===== src/rtl/hazard_pkg.sv =====
// Shared types and constants for the core hazard/sequencing controller.
package hazard_pkg;
    typedef enum logic [1:0] {
        FWD_NONE = 2'b00,
        FWD_W    = 2'b01,
        FWD_M    = 2'b10
    } fwd_sel_t;

    typedef enum logic {
        IDLE = 1'b0,
        BUSY = 1'b1
    } md_state_t;

    localparam logic [1:0] RESULT_SRC_LOAD = 2'b01;
endpackage


===== src/rtl/hazard_ctrl_if.sv =====
// Pipeline-side view of the hazard controller: register ids and enables in, controls out.
interface hazard_ctrl_if
    import hazard_pkg::*;
#(
    parameter int CNT_WIDTH = 32
) ();
    logic [4:0]           Rs1D, Rs2D, Rs1E, Rs2E;
    logic [4:0]           RdE, RdM, RdW;
    logic                 RegWriteM, RegWriteW;
    logic [1:0]           ResultSrcE;
    logic                 PCSrcE;
    logic                 MulDivE;
    fwd_sel_t             ForwardAE, ForwardBE;
    logic                 StallF, StallD, StallE;
    logic                 FlushD, FlushE, FlushM;
    logic                 MDStartE, MDDoneE;
    logic [CNT_WIDTH-1:0] StallCount;

    modport master (
        output Rs1D, Rs2D, Rs1E, Rs2E, RdE, RdM, RdW,
               RegWriteM, RegWriteW, ResultSrcE, PCSrcE, MulDivE,
        input  ForwardAE, ForwardBE, StallF, StallD, StallE,
               FlushD, FlushE, FlushM, MDStartE, MDDoneE, StallCount
    );

    modport slave (
        input  Rs1D, Rs2D, Rs1E, Rs2E, RdE, RdM, RdW,
               RegWriteM, RegWriteW, ResultSrcE, PCSrcE, MulDivE,
        output ForwardAE, ForwardBE, StallF, StallD, StallE,
               FlushD, FlushE, FlushM, MDStartE, MDDoneE, StallCount
    );
endinterface


===== src/rtl/hazard_ctrl_fwd_sel.sv =====
// Forwarding select for one E-stage operand; the younger M result beats W.
module fwd_sel
    import hazard_pkg::*;
(
    input  logic [4:0] rs,
    input  logic [4:0] rd_m,
    input  logic [4:0] rd_w,
    input  logic       reg_write_m,
    input  logic       reg_write_w,
    output fwd_sel_t   sel
);
    always_comb begin
        sel = FWD_NONE;
        if (reg_write_m && rd_m != 5'd0 && rd_m == rs)
            sel = FWD_M;
        else if (reg_write_w && rd_w != 5'd0 && rd_w == rs)
            sel = FWD_W;
    end
endmodule


===== src/rtl/hazard_ctrl.sv =====
// Forwarding, load-use/branch/multi-cycle stall and flush control, plus a stall-cycle counter.
module hazard_ctrl
    import hazard_pkg::*;
#(
    parameter int MD_LATENCY = 4,
    parameter int CNT_WIDTH  = 32
) (
    input logic         clk,
    input logic         reset,
    hazard_ctrl_if.slave hif
);
    localparam logic [3:0] CNT_INIT = 4'(MD_LATENCY - 2);

    md_state_t  state;
    logic [3:0] cnt;
    fwd_sel_t   fwd_a, fwd_b;
    logic       lw_stall, md_stall, md_start, md_done;

    fwd_sel u_fwd_a (
        .rs(hif.Rs1E), .rd_m(hif.RdM), .rd_w(hif.RdW),
        .reg_write_m(hif.RegWriteM), .reg_write_w(hif.RegWriteW), .sel(fwd_a)
    );

    fwd_sel u_fwd_b (
        .rs(hif.Rs2E), .rd_m(hif.RdM), .rd_w(hif.RdW),
        .reg_write_m(hif.RegWriteM), .reg_write_w(hif.RegWriteW), .sel(fwd_b)
    );

    assign lw_stall = (hif.ResultSrcE == RESULT_SRC_LOAD) && (hif.RdE != 5'd0) &&
                      ((hif.RdE == hif.Rs1D) || (hif.RdE == hif.Rs2D));
    assign md_start = (state == IDLE) && hif.MulDivE;
    assign md_done  = (state == BUSY) && (cnt == 4'd0);
    assign md_stall = md_start || ((state == BUSY) && (cnt != 4'd0));

    always_comb begin
        hif.ForwardAE = fwd_a;
        hif.ForwardBE = fwd_b;
        hif.StallF    = 1'b0;
        hif.StallD    = 1'b0;
        hif.StallE    = 1'b0;
        hif.FlushD    = 1'b0;
        hif.FlushE    = 1'b0;
        hif.FlushM    = 1'b0;
        hif.MDStartE  = md_start;
        hif.MDDoneE   = md_done;
        if (reset) begin
            // Hold bubbles in every stage while the core comes out of reset.
            hif.ForwardAE = FWD_NONE;
            hif.ForwardBE = FWD_NONE;
            hif.FlushD    = 1'b1;
            hif.FlushE    = 1'b1;
            hif.FlushM    = 1'b1;
            hif.MDStartE  = 1'b0;
            hif.MDDoneE   = 1'b0;
        end else if (md_stall) begin
            // The op sitting in E is never flushed, not even by a branch.
            hif.StallF = 1'b1;
            hif.StallD = 1'b1;
            hif.StallE = 1'b1;
            hif.FlushM = 1'b1;
        end else if (hif.PCSrcE) begin
            hif.FlushD = 1'b1;
            hif.FlushE = 1'b1;
        end else if (lw_stall) begin
            hif.StallF = 1'b1;
            hif.StallD = 1'b1;
            hif.FlushE = 1'b1;
        end
    end

    always_ff @(posedge clk) begin
        if (reset) begin
            state <= IDLE;
            cnt   <= 4'd0;
        end else begin
            case (state)
                IDLE: if (hif.MulDivE) begin
                    state <= BUSY;
                    cnt   <= CNT_INIT;
                end
                BUSY: if (cnt != 4'd0) cnt <= cnt - 4'd1;
                      else             state <= IDLE;
                default: state <= IDLE;
            endcase
        end
    end

    always_ff @(posedge clk) begin
        if (reset)
            hif.StallCount <= '0;
        else if (hif.StallD)
            hif.StallCount <= hif.StallCount + 1'b1;
    end

`ifndef SYNTHESIS
    md_known: assert property (@(posedge clk) disable iff (reset)
        (state == IDLE) |-> !$isunknown(hif.MulDivE));
`endif
endmodule


===== src/flat_wrapper.sv =====
// flat-port wrapper written by rule: the top's interface ports become plain ports
module hazard_ctrl_flat import hazard_pkg::*;
#(
    parameter int MD_LATENCY = 4,
    parameter int CNT_WIDTH  = 32
)
  (clk, reset, hif_Rs1D, hif_Rs2D, hif_Rs1E, hif_Rs2E, hif_RdE, hif_RdM, hif_RdW, hif_RegWriteM, hif_RegWriteW, hif_ResultSrcE, hif_PCSrcE, hif_MulDivE, hif_ForwardAE, hif_ForwardBE, hif_StallF, hif_StallD, hif_StallE, hif_FlushD, hif_FlushE, hif_FlushM, hif_MDStartE, hif_MDDoneE, hif_StallCount);
  hazard_ctrl_if #(.CNT_WIDTH(CNT_WIDTH)) hif_i ();
  input logic clk;
  input logic reset;
  input wire logic [$bits(hif_i.Rs1D)-1:0] hif_Rs1D;
  input wire logic [$bits(hif_i.Rs2D)-1:0] hif_Rs2D;
  input wire logic [$bits(hif_i.Rs1E)-1:0] hif_Rs1E;
  input wire logic [$bits(hif_i.Rs2E)-1:0] hif_Rs2E;
  input wire logic [$bits(hif_i.RdE)-1:0] hif_RdE;
  input wire logic [$bits(hif_i.RdM)-1:0] hif_RdM;
  input wire logic [$bits(hif_i.RdW)-1:0] hif_RdW;
  input wire logic [$bits(hif_i.RegWriteM)-1:0] hif_RegWriteM;
  input wire logic [$bits(hif_i.RegWriteW)-1:0] hif_RegWriteW;
  input wire logic [$bits(hif_i.ResultSrcE)-1:0] hif_ResultSrcE;
  input wire logic [$bits(hif_i.PCSrcE)-1:0] hif_PCSrcE;
  input wire logic [$bits(hif_i.MulDivE)-1:0] hif_MulDivE;
  output wire logic [$bits(hif_i.ForwardAE)-1:0] hif_ForwardAE;
  output wire logic [$bits(hif_i.ForwardBE)-1:0] hif_ForwardBE;
  output wire logic [$bits(hif_i.StallF)-1:0] hif_StallF;
  output wire logic [$bits(hif_i.StallD)-1:0] hif_StallD;
  output wire logic [$bits(hif_i.StallE)-1:0] hif_StallE;
  output wire logic [$bits(hif_i.FlushD)-1:0] hif_FlushD;
  output wire logic [$bits(hif_i.FlushE)-1:0] hif_FlushE;
  output wire logic [$bits(hif_i.FlushM)-1:0] hif_FlushM;
  output wire logic [$bits(hif_i.MDStartE)-1:0] hif_MDStartE;
  output wire logic [$bits(hif_i.MDDoneE)-1:0] hif_MDDoneE;
  output wire logic [$bits(hif_i.StallCount)-1:0] hif_StallCount;
  assign hif_i.Rs1D = hif_Rs1D;
  assign hif_i.Rs2D = hif_Rs2D;
  assign hif_i.Rs1E = hif_Rs1E;
  assign hif_i.Rs2E = hif_Rs2E;
  assign hif_i.RdE = hif_RdE;
  assign hif_i.RdM = hif_RdM;
  assign hif_i.RdW = hif_RdW;
  assign hif_i.RegWriteM = hif_RegWriteM;
  assign hif_i.RegWriteW = hif_RegWriteW;
  assign hif_i.ResultSrcE = hif_ResultSrcE;
  assign hif_i.PCSrcE = hif_PCSrcE;
  assign hif_i.MulDivE = hif_MulDivE;
  assign hif_ForwardAE = hif_i.ForwardAE;
  assign hif_ForwardBE = hif_i.ForwardBE;
  assign hif_StallF = hif_i.StallF;
  assign hif_StallD = hif_i.StallD;
  assign hif_StallE = hif_i.StallE;
  assign hif_FlushD = hif_i.FlushD;
  assign hif_FlushE = hif_i.FlushE;
  assign hif_FlushM = hif_i.FlushM;
  assign hif_MDStartE = hif_i.MDStartE;
  assign hif_MDDoneE = hif_i.MDDoneE;
  assign hif_StallCount = hif_i.StallCount;
  hazard_ctrl #(.MD_LATENCY(MD_LATENCY), .CNT_WIDTH(CNT_WIDTH)) u_core (.clk(clk), .reset(reset), .hif(hif_i));
endmodule

===== config.mk =====
export PLATFORM = sky130hd
export DESIGN_NAME = hazard_ctrl_flat
export DESIGN_NICKNAME = d
export VERILOG_FILES = /design/src/rtl/hazard_pkg.sv /design/src/rtl/hazard_ctrl_if.sv /design/src/rtl/hazard_ctrl_fwd_sel.sv /design/src/rtl/hazard_ctrl.sv /design/src/flat_wrapper.sv
export SDC_FILE = /design/constraint.sdc
export NUM_CORES = 1
export LEC_CHECK = 0
export CELL_PAD_IN_SITES_DETAIL_PLACEMENT = 0
export CELL_PAD_IN_SITES_GLOBAL_PLACEMENT = 1
export CORE_UTILIZATION = 28
export DETAILED_ROUTE_END_ITERATION = 10
export GPL_ROUTABILITY_DRIVEN = 0
export GPL_TIMING_DRIVEN = 0
export PLACE_DENSITY = 0.75
export SYNTH_ARGS = -nofsm -noshare
export SYNTH_HDL_FRONTEND = slang
export SYNTH_SLANG_ARGS = --single-unit
export TNS_END_PERCENT = 5

===== constraint.sdc =====
create_clock -name clk -period 2.2 [get_ports clk]
set_input_delay 0.44 -clock clk [delete_from_list [all_inputs] [get_ports clk]]
set_output_delay 0.44 -clock clk [all_outputs]
set_load 0.02 [all_outputs]

==> reports/metrics.csv, run 1 <==
stage;metric;value;unit
outcome;status;complete, but fails checks;
outcome;violations;negative setup slack;
critical_path;crit_type;reg -> out;
logic_synthesis;synthTopCellsByArea;dfxtp_1 32%, xnor2_1 7.9%, a21oi_1 6.7%;
critical_path;path_max_fanout;4;
place;place_area;3337;um2
sta;setup_tns;-0.2949;ns
pwr;p_int;1.287;mW
sta;timing.final.crit_period;2.280;ns
floorplan;initial_core_util;0.2943;
worst_hold_path;hold_path_class;reg -> reg;
logic_synthesis;synth.distinct_cells;47;
pwr;switching_power;0.4740;mW
floorplan;die-area;8657;um2
routing;met3_length;453;um
flow_run;drv_cap;0;
logic_synthesis;synth-edff-count;0;
cells_and_area;antennaDiodeCount;0;
logic_synthesis;async_flop_share;0;
routing;drtAntennaViolNets;0;
floorplan;core;7888;um2
cells_and_area;layout.cells.non_filler;507;
sta;slew_viol_final;0;
global_routing;grt_overflow;0;
sta;fin_ws;-0.08042;ns
pwr;ir_drop;0.2558;mV
routing;via_count;2603;
floorplan;ios;87;
clock_network;cts_root_buffer;clkbuf_8;
global_routing;grt_pass1_vias;2328;
logic_synthesis;ys.flop_type;dfxtp_1;
critical_path;cp-start-kind;register;
routing;vias_per_cell;5.134;
cells_and_area;drive_gt1_frac;0.2667;
clock_network;numClockSinks;37;
sta;tightest_slew;0.5985;ns
critical_path;crit_start;u_core.cnt[0]$_SDFFE_PP0P_;
global_routing;grt_pass1_wl;11.03;mm
logic_synthesis;synth.avg_cell_area;8.003;um2
pwr;power_frac_comb;0.251;
sta;hold_viol_final;0;
critical_path;required;1.76;ns
cells_and_area;utilization;0.4810;
logic_synthesis;ys_seq_area_frac;0.3191;
sta;slew_headroom;0.6010;
sta;setup_viol;6;
routing;wl_per_cell;14.43;um
logic_synthesis;ys_seq_elements;37;
global_routing;antenna_found_initial;0;
clock_network;clock_path_buffers;2;
cells_and_area;syn_to_final_growth;63.45;%
clock_network;cts_inserted_buffers;5;
logic_synthesis;synth_area;2321;um2
cells_and_area;final_nets;449;
routing;routed_wl;7.316;mm
sta;rsz0062_at_grt;yes;
pwr;powerDensity;464.1;nW/um2
routing;met2WireLength;3.506;mm
clock_network;cts_tree;yes;
critical_path;r2r_start;u_core.cnt[0]$_SDFFE_PP0P_;
global_routing;grt_max_degree;12;
logic_synthesis;yosysTopAreaCell;dfxtp_1;
logic_synthesis;synth_commonest_cells;37 x dfxtp_1, 31 x a21oi_1, 21 x xnor2_1;
pwr;power_leakage;1.322;nW
clock_network;htreeDepth;2;
floorplan;die_w;93.05;um
pwr;p_sw_frac;0.2692;
global_routing;track_usage;0.1597;
floorplan;rows;32;
critical_path;crit_arrival;1.84;ns
routing;highest_layer;met4;
routing;drc_errors;0;
routing;wl_met1;3.281;mm
routing;dr.pass1.iters;5;
pwr;sequentialPowerShare;0.399;
cells_and_area;multi_input_area;1714;um2
logic_synthesis;synthesis.nets;335;
cells_and_area;fillCellCount;783;
critical_path;cp-end-kind;primary output;
sta;clock.fmax;438.5;MHz
cells_and_area;fin_area;3794;um2
logic_synthesis;synth_warnings;0;
place;dpl.hpwl;5.033;mm
logic_synthesis;synth.most_common_cell;dfxtp_1;
place;port_buffers;85;
clock_network;insertion_delay;0.29;ns
floorplan;die_h;93.05;um
sta;fin_skew;0.008065;ns
worst_hold_path;hold_start;u_core.hif.StallCount[13]$_SDFFE_PP0P_;
pwr;clkPwrFrac;0.350;
place;dp.cells;477;
logic_synthesis;syn_inst;290;
sta;period_share;1.037;
logic_synthesis;synth_top_area_share;0.3191;
clock_network;clk_pin_slew_worst_paths;0.08;ns
routing;drt_iter0_markers;118;
cells_and_area;seq_area;744.5;um2
[layer usage]
| layer | global-route usage | vias up |
|---|---|---|
| met5 | 0 | - |
| met1 | 0.2058 | 1215 |
| met4 | 0.04359 | 0 |
| met3 | 0.04065 | 7 |
| li1 | - | 1304 |
| met2 | 0.2635 | 77 |
[power by group through the flow]
| stage | clock network (mW) | registers (mW) | logic, mW |
|---|---|---|---|
| floorplan | 0 | 0.724 | 0.185 |
| global placement | 0 | 0.716 | 0.362 |
| detailed placement | 0 | 0.716 | 0.364 |
| CTS | 0.627 | 0.701 | 0.397 |
| global route | 0.667 | 0.707 | 0.474 |
| finish | 0.615 | 0.703 | 0.442 |
[critical path, stage by stage, from the launching register on]
cell and delay [ns]:
dfxtp_2 0.36, inv_2 0.05, ha_4 0.16, nor3b_4 0.14, a21o_1 0.21, buf_4 0.15
a21o_1 0.18, a21o_1 0.15, buf_4 0.15
[cells in the final DEF (no fill, tap or decap), types with 4 or more instances in the layout]
cell type,n
clkdlybuf4s50_1,41
dfxtp_1,34
a21oi_1,25
buf_4,21
xnor2_1,18
nand3_1,18
dlygate4sd2_1,16
or3_1,15
nand2_1,14
xor2_1,11
or4_1,11
nor2_1,11
o21ai_0,11
o21ai_1,10
buf_6,10
clkbuf_2,9
a21oi_2,8
inv_1,8
buf_2,8
o31ai_1,7
clkdlybuf4s15_1,7
clkbuf_8,6
clkbuf_1,5
nand4_1,5
or4_4,4
[registers in the layout, indices dropped and copies added, names as in the netlist]
register,cells
u_core.state,1
u_core.cnt,4
u_core.hif.StallCount,32
[stage by stage]
| step | total power, mW | worst slack [ns] | hold slack, ns |
|---|---|---|---|
| 2_1_floorplan | 0.9089 | -0.002659 | 0.4688 |
| 3_3_place_gp | 1.078 | -1.026 | 0.4824 |
| 3_5_place_dp | 1.080 | -1.035 | 0.4882 |
| 4_1_cts | 1.726 | -0.2405 | 0.5003 |
| 5_1_grt | 1.848 | -0.1525 | 0.5310 |
| 6_report | 1.761 | -0.08042 | 0.5049 |
[cells by family after synthesis]
kind of cell    Yosys count  synth area share
fa+ha+maj                 2           0.01078
mux                       2          0.009164
buf+inv                  24           0.05229
flops                    37            0.3191
xor+xnor                 32            0.1208
simple gates            118            0.2960
compound gates           75            0.1919
[path summary, 6_finish.rpt]
path	end	slack [ns]	cells after the start
setup / recovery	hif_FlushE	-0.08	8
hold reg to reg	u_core.hif.StallCount[13]$_SDFFE_PP0P_	0.50	2
hold / removal	u_core.hif.StallCount[13]$_SDFFE_PP0P_	0.50	2
setup reg to reg	u_core.hif.StallCount[31]$_SDFFE_PP0P_	0.09	10
[cell type report]
type,count,share of cell area
plain buffers,13,0.02737
clock buffers,7,0.02276
clock inverters,1,0.007916
inverters,10,0.009894
multi-input cells,230,0.4518
flip-flops and latches,37,0.1962
well taps,102,0.03364
repair buffers,107,0.2503
[what timing repair did]
action	4_1_cts	5_1_grt
setup buffers	13	9
setup endpoints to repair	41	41
hold buffers	0	0
pin swaps	29	29
gates cloned	0	1
resized for setup	121	66
Note: power is estimated with default switching activity, not from simulation.
==> run 2, diff against run 1 <==
CORE_UTILIZATION = 34   (was 28)
PLACE_DENSITY = 0.86   (was 0.75)
clock period = 2.9 ns   (was 2.2 ns; I/O delays follow)
==> run 2 against run 1 <==
- clock skew rose by 0.0057 ns
- hold slack got worse by 0.0069 ns
- largest power group is now the clock network
- the run ends with design-rule violations left
- sequential power fell by 24%
- clock power fell by 9.3%
- register-to-register slack improved by 0.53 ns
- die area fell by 17%
- sequential share of layout area rose by 1.4 points
- clock-buffer cell count fell by 2
- non-clock buffer count fell by 15
- utilization rose by 6.4 points
- cell count fell by 8.1%
==> reports/metrics.csv, run 2 (same netlist as run 1, synthesis figures left out) <==
stage;metric;value;unit;change
outcome;status;complete, but fails checks;;
outcome;violations;design-rule violations;;
sta;fin_ws;0.06890;ns;+0.1493 ns
cells_and_area;largest_register_ffs;32;;unchanged
sta;timing.final.crit_period;2.831;ns;
cells_and_area;final_nets;433;;-3.6%
cells_and_area;regMostFlops;u_core.hif.StallCount;;
pwr;power_frac_comb;0.208;;-0.043
pwr;powerDensity;391.3;nW/um2;-16%
critical_path;r2r_start;u_core.cnt[0]$_SDFFE_PP0P_;;
sta;slew_viol_final;0;;unchanged
sta;whs;0.4979;ns;-0.006940 ns
cells_and_area;antennaDiodeCount;0;;unchanged
critical_path;cp-end-kind;primary output;;
global_routing;grt_pass1_wl;10.70;mm;-3.1%
critical_path;crit_arrival;2.25;ns;+0.41 ns
clock_network;holdBufCountCts;0;;unchanged
clock_network;numClockSinks;37;;unchanged
routing;via_count;2489;;-4.4%
sta;period_share;0.9762;;
clock_network;cts_tree;yes;;
cells_and_area;top_regs;u_core.hif.StallCount (32), u_core.cnt (4), u_core.state (1);;
global_routing;track_usage;0.1858;;+0.02613
routing;drtAntennaViolNets;0;;unchanged
critical_path;cp-start-kind;input port;;
clock_network;htreeDepth;2;;unchanged
clock_network;insertion_delay;0.30;ns;about the same
sta;fin_skew;0.01378;ns;+0.005714 ns
critical_path;path_max_fanout;2;;-2
sta;slew_headroom;0.5936;;-0.007400
critical_path;crit_start;hif_Rs2E[3];;
floorplan;core;6459;um2;-18%
worst_hold_path;hold_start;u_core.hif.StallCount[28]$_SDFFE_PP0P_;;
sta;setup_viol;0;;-6
sta;hold_viol_final;0;;unchanged
pwr;clkPwrFrac;0.406;;+0.056
pwr;power_leakage;1.226;nW;-7.3%
cells_and_area;drive_gt1_frac;0.1105;;-0.1561
cells_and_area;syn_to_final_growth;51.59;%;
sta;clock.fmax;353.2;MHz;
pwr;switching_power;0.3583;mW;-24%
floorplan;initial_core_util;0.3594;;+0.06510
floorplan;rows;29;;-9.4%
cells_and_area;layout_commonest_cell;clkdlybuf4s50_1;;
cells_and_area;final_cell_mix;62 x clkdlybuf4s50_1, 37 x dfxtp_1, 31 x a21oi_1;;
sta;rsz0062_at_grt;yes;;
global_routing;grt_pass1_vias;2321;;-0.30%
floorplan;die_h;84.62;um;-9.1%
floorplan;die-area;7161;um2;-17%
sta;tightest_slew;0.6096;ns;+0.01110 ns
pwr;power;1.377;mW;-22%
worst_hold_path;hold_path_class;reg -> reg;;
routing;routed_wl;6.686;mm;-8.6%
cells_and_area;layout.cells.non_filler;466;;-8.1%
place;dpl.hpwl;4.969;mm;-1.3%
routing;drc_errors;3;;+3
clock_network;cts_root_buffer;clkbuf_8;;
pwr;p_sw_frac;0.2603;;-0.008948
routing;wl_per_cell;14.35;um;-0.57%
floorplan;ios;87;;unchanged
routing;dr.pass1.iters;9;;+4
global_routing;grt_overflow;0;;unchanged
cells_and_area;fillCellCount;629;;-20%
pwr;sequentialPowerShare;0.386;;-0.013
clock_network;clock_path_buffers;2;;unchanged
routing;vias_per_cell;5.341;;+4.0%
routing;drt_iter0_markers;92;;-22%
place;post-place-ws;-0.7245;ns;+0.3101 ns
pwr;p_int;1.019;mW;-21%
floorplan;die_w;84.62;um;-9.1%
pwr;ir_drop;0.2285;mV;-11%
place;port_buffers;85;;unchanged
flow_run;drv_cap;0;;unchanged
global_routing;grt_max_degree;14;;+2
clock_network;cts_inserted_buffers;5;;unchanged
critical_path;required;2.32;ns;+0.56 ns
clock_network;clk_pin_slew_worst_paths;0.08;ns;about the same
global_routing;antenna_found_initial;0;;unchanged
critical_path;crit_type;in -> out;;
sta;setup_tns;0;ns;+0.2949 ns
place;dp.cells;452;;-5.2%
run 2: cell count changes in the layout (fill, tap and decap cells not counted), moves of 8 or more:
cell | before | now
clkbuf_2 | 9 | 0
clkdlybuf4s50_1 | 41 | 62
dlymetal6s2s_1 | 1 | 11
dlygate4sd2_1 | 16 | 8
buf_4 | 21 | 10
run 2: per-layer routing:
metal / part of all wire / vias up / global-route usage
met1: 0.44 / 1143 / 0.2337
li1: - / 1258 / -
met2: 0.49 / 81 / 0.3112
met3: 0.062 / 7 / 0.04523
met4: 0.012 / 0 / 0.06317
met5: 0 / - / 0
run 2: cell type report:
class / count / area (um2) / share of cell area
multi-input combinational: 229 / 1518 / 0.4314
clock inverter: 3 / 68.82 / 0.01956
sequential: 37 / 740.7 / 0.2105
buffer: 14 / 83.83 / 0.02383
clock buffer: 5 / 68.82 / 0.01956
tap: 77 / 96.34 / 0.02738
timing repair buffer: 91 / 904.6 / 0.2571
inverter: 10 / 37.54 / 0.01067
run 2: worst paths after layout:
| path | endpoint | slack [ns] | cells after the start |
|---|---|---|---|
| worst max register to register | u_core.hif.StallCount[15]$_SDFFE_PP0P_ | 0.62 | 8 |
| worst max-delay path | hif_ForwardBE[0] | 0.07 | 5 |
| worst min-delay path | u_core.hif.StallCount[28]$_SDFFE_PP0P_ | 0.50 | 2 |
| worst min register to register | u_core.hif.StallCount[28]$_SDFFE_PP0P_ | 0.50 | 2 |
run 2: what timing repair did:
action	CTS	global route
buffers inserted	2	4
pin swaps	3	9
endpoints found under the setup margin	9	7
gates resized for setup	33	20
endpoints found under the hold margin	0	0
run 2: power groups by stage:
stage          combinational [mW]  sequential, mW  clock [mW]
2_1_floorplan               0.134           0.549           0
6_report                    0.287           0.532       0.558
3_5_place_dp                0.268           0.543           0
3_3_place_gp                0.266           0.543           0
5_1_grt                     0.312           0.535       0.589
4_1_cts                     0.275           0.532       0.566
run 2: worst max-delay path, stage by stage:
cell             delay (ns)
clkdlybuf4s50_1        0.47
xor2_1                 0.16
or4_1                  0.57
nor4_2                 0.29
buf_4                  0.18
run 2: stage by stage:
step | util | instance area [um2]
after floorplan | - | 2321
after global placement | 0.5060 | 3268
after detailed placement | 0.5060 | 3268
after CTS | 0.5298 | 3422
after global routing | 0.5448 | 3518
final | 0.5448 | 3518
==> run 3, diff against run 2 <==
CORE_MARGIN = 2   (was default)
==> run 3 against run 2 <==
- the run now ends clean
- cell count is the same
- sequential share of layout area grew 0.43 points
- worst setup slack lost 0.021 ns
- wire length grew 2.1%
- clock power shrank 20%
- clock skew shrank 0.0056 ns
- clock-buffer cell count is the same
- combinational power shrank 2%
==> reports/metrics.csv, run 3 (same netlist as run 1, synthesis figures left out) <==
stage;metric;value;unit;change
critical_path;path_max_fanout;3;;+1
cells_and_area;final_cell_mix;66 x clkdlybuf4s50_1, 37 x dfxtp_1, 31 x a21oi_1;;
routing;drt_iter0_markers;83;;-9.8%
worst_hold_path;hold_path_class;reg -> reg;;
routing;wl_per_cell;14.65;um;+2.1%
pwr;p_sw_frac;0.2707;;+0.01044
clock_network;cts_inserted_buffers;5;;unchanged
pwr;powerDensity;364.9;nW/um2;-6.8%
floorplan;ios;87;;unchanged
outcome;status;finished, final reports clean;;
pwr;sequentialPowerShare;0.423;;+0.037
pwr;power_leakage;1.175;nW;-4.2%
global_routing;grt_max_degree;12;;-2
critical_path;required;2.32;ns;about the same
sta;setup_viol;0;;unchanged
routing;vias_per_cell;5.371;;+0.56%
cells_and_area;antennaDiodeCount;0;;unchanged
cells_and_area;drive_gt1_frac;0.1036;;-0.006913
critical_path;cp-start-kind;input port;;
cells_and_area;final_nets;431;;-0.46%
cells_and_area;largest_register_ffs;32;;unchanged
sta;fin_skew;0.008222;ns;-0.005557 ns
pwr;clkPwrFrac;0.353;;-0.053
floorplan;die_h;86.62;um;+2.4%
routing;via_count;2503;;+0.56%
place;port_buffers;85;;unchanged
cells_and_area;syn_to_final_growth;48.57;%;
clock_network;clk_pin_slew_worst_paths;0.08;ns;about the same
sta;slew_viol_final;0;;unchanged
floorplan;die_w;86.62;um;+2.4%
cells_and_area;top_regs;u_core.hif.StallCount (32), u_core.cnt (4), u_core.state (1);;
critical_path;path_cells;clkdlybuf4s50_1 > o21ai_1 > or4_1 > nor4_2 > buf_4;;
routing;routed_wl;6.829;mm;+2.1%
pwr;ir_drop;0.2218;mV;-2.9%
sta;period_share;0.9834;;+0.007166
cells_and_area;regMostFlops;u_core.hif.StallCount;;
routing;dr.pass1.iters;4;;-5
sta;slew_headroom;0.6446;;+0.05097
floorplan;rows;30;;+3.4%
critical_path;path_buf_inv;2;;unchanged
global_routing;grt_pass1_vias;2306;;-0.65%
clock_network;insertion_delay;0.29;ns;about the same
floorplan;core;6681;um2;+3.4%
floorplan;initial_core_util;0.3474;;-0.01198
routing;wl_met1;2.958;mm;+0.37%
critical_path;slowest_stage;or4_1;;
cells_and_area;layout_commonest_cell;clkdlybuf4s50_1;;
critical_path;crit_arrival;2.27;ns;+0.02 ns
clock_network;htreeDepth;2;;unchanged
pwr;power;1.258;mW;-8.6%
clock_network;cts_tree;yes;;
routing;highest_layer;met4;;
cells_and_area;fillCellCount;679;;+7.9%
pwr;p_int;0.9176;mW;-9.9%
sta;rsz0062_at_grt;yes;;
global_routing;antenna_found_initial;0;;unchanged
routing;drtAntennaViolNets;0;;unchanged
global_routing;grt_pass1_wl;10.81;mm;+1.0%
routing;met2WireLength;3.398;mm;+4.6%
sta;whs;0.4955;ns;-0.002451 ns
routing;drc_errors;0;;-3
sta;hold_viol_final;0;;unchanged
clock_network;cts_root_buffer;clkbuf_8;;
place;dpl.hpwl;5.016;mm;+0.94%
global_routing;track_usage;0.1804;;-0.005367
critical_path;cp-end-kind;primary output;;
routing;met3_length;400;um;-2.9%
pwr;switching_power;0.3406;mW;-5.0%
critical_path;path_delay_family;simple AND/OR/NAND/NOR gates;;
flow_run;drv_cap;0;;unchanged
pwr;power_frac_comb;0.224;;+0.016
floorplan;die-area;7503;um2;+4.8%
clock_network;clock_path_buffers;2;;unchanged
global_routing;grt_overflow;0;;unchanged
critical_path;max_stage_delay;0.55;ns;-0.02 ns
sta;timing.final.crit_period;2.852;ns;+0.02078 ns
clock_network;numClockSinks;37;;unchanged
critical_path;crit_type;in -> out;;
sta;tightest_slew;0.5331;ns;-0.07646 ns
sta;clock.fmax;350.6;MHz;-0.73%
-- run 3: path summary, 6_finish.rpt --
check / end / slack, ns / depth (start not counted) / startpoint
worst max-delay path: hif_ForwardAE[0] / 0.05 / 5 / hif_RdW[0]
worst max register to register: u_core.hif.StallCount[15]$_SDFFE_PP0P_ / 0.64 / 8 / u_core.cnt[0]$_SDFFE_PP0P_
worst min register to register: u_core.hif.StallCount[18]$_SDFFE_PP0P_ / 0.50 / 2 / u_core.hif.StallCount[18]$_SDFFE_PP0P_
worst min-delay path: u_core.hif.StallCount[18]$_SDFFE_PP0P_ / 0.50 / 2 / u_core.hif.StallCount[18]$_SDFFE_PP0P_
-- run 3: area by class of cell --
class	instances	area (um2)	share of cell area
multi-input combinational	229	1500	0.4351
timing repair buffer	89	882.1	0.2558
sequential	37	740.7	0.2148
tap	80	100.1	0.02903
buffer	14	83.83	0.02431
clock buffer	5	68.82	0.01996
inverter	10	37.54	0.01089
clock inverter	2	35.03	0.01016
-- run 3: power by group through the flow --
stage | Clock [mW] | Combinational (mW) | Sequential [mW]
final | 0.444 | 0.282 | 0.532
after global routing | 0.472 | 0.308 | 0.535
after CTS | 0.450 | 0.280 | 0.532
after detailed placement | 0 | 0.271 | 0.543
after global placement | 0 | 0.267 | 0.543
after floorplan | 0 | 0.134 | 0.549
-- run 3: timing repair --
action	4_1_cts	5_1_grt
hold buffers	0	0
setup endpoints to repair	9	8
cloned	0	0
resized for setup	28	19
pin swaps	2	6
buffers inserted	3	1
-- run 3: metrics by stage --
step / setup TNS [ns] / instance area, um2 / cells / worst slack (ns) / util
floorplan: 0 / 2321 / 290 / 0.1018 / -
global placement: -3.435 / 3272 / 455 / -0.7081 / 0.4897
detailed placement: -3.476 / 3272 / 455 / -0.6930 / 0.4897
CTS: -0.3975 / 3405 / 465 / -0.1372 / 0.5096
global route: -0.1248 / 3448 / 466 / -0.08936 / 0.5161
finish: 0 / 3448 / 466 / 0.04812 / 0.5161
-- run 3: worst register-to-register path, stage by stage, from the launching register on --
cell and delay (ns):
dfxtp_1 0.37, inv_1 0.06, ha_1 0.23, nor3b_4 0.19
a21o_4 0.25, nor2_1 0.19, a21oi_4 0.10, or4b_2 0.66
a21oi_1 0.15
-- run 3: routing by layer --
metal	track usage	vias up
met5	0	-
met4	0.05966	0
met3	0.04857	7
met2	0.3007	69
met1	0.2255	1172
li1	-	1255
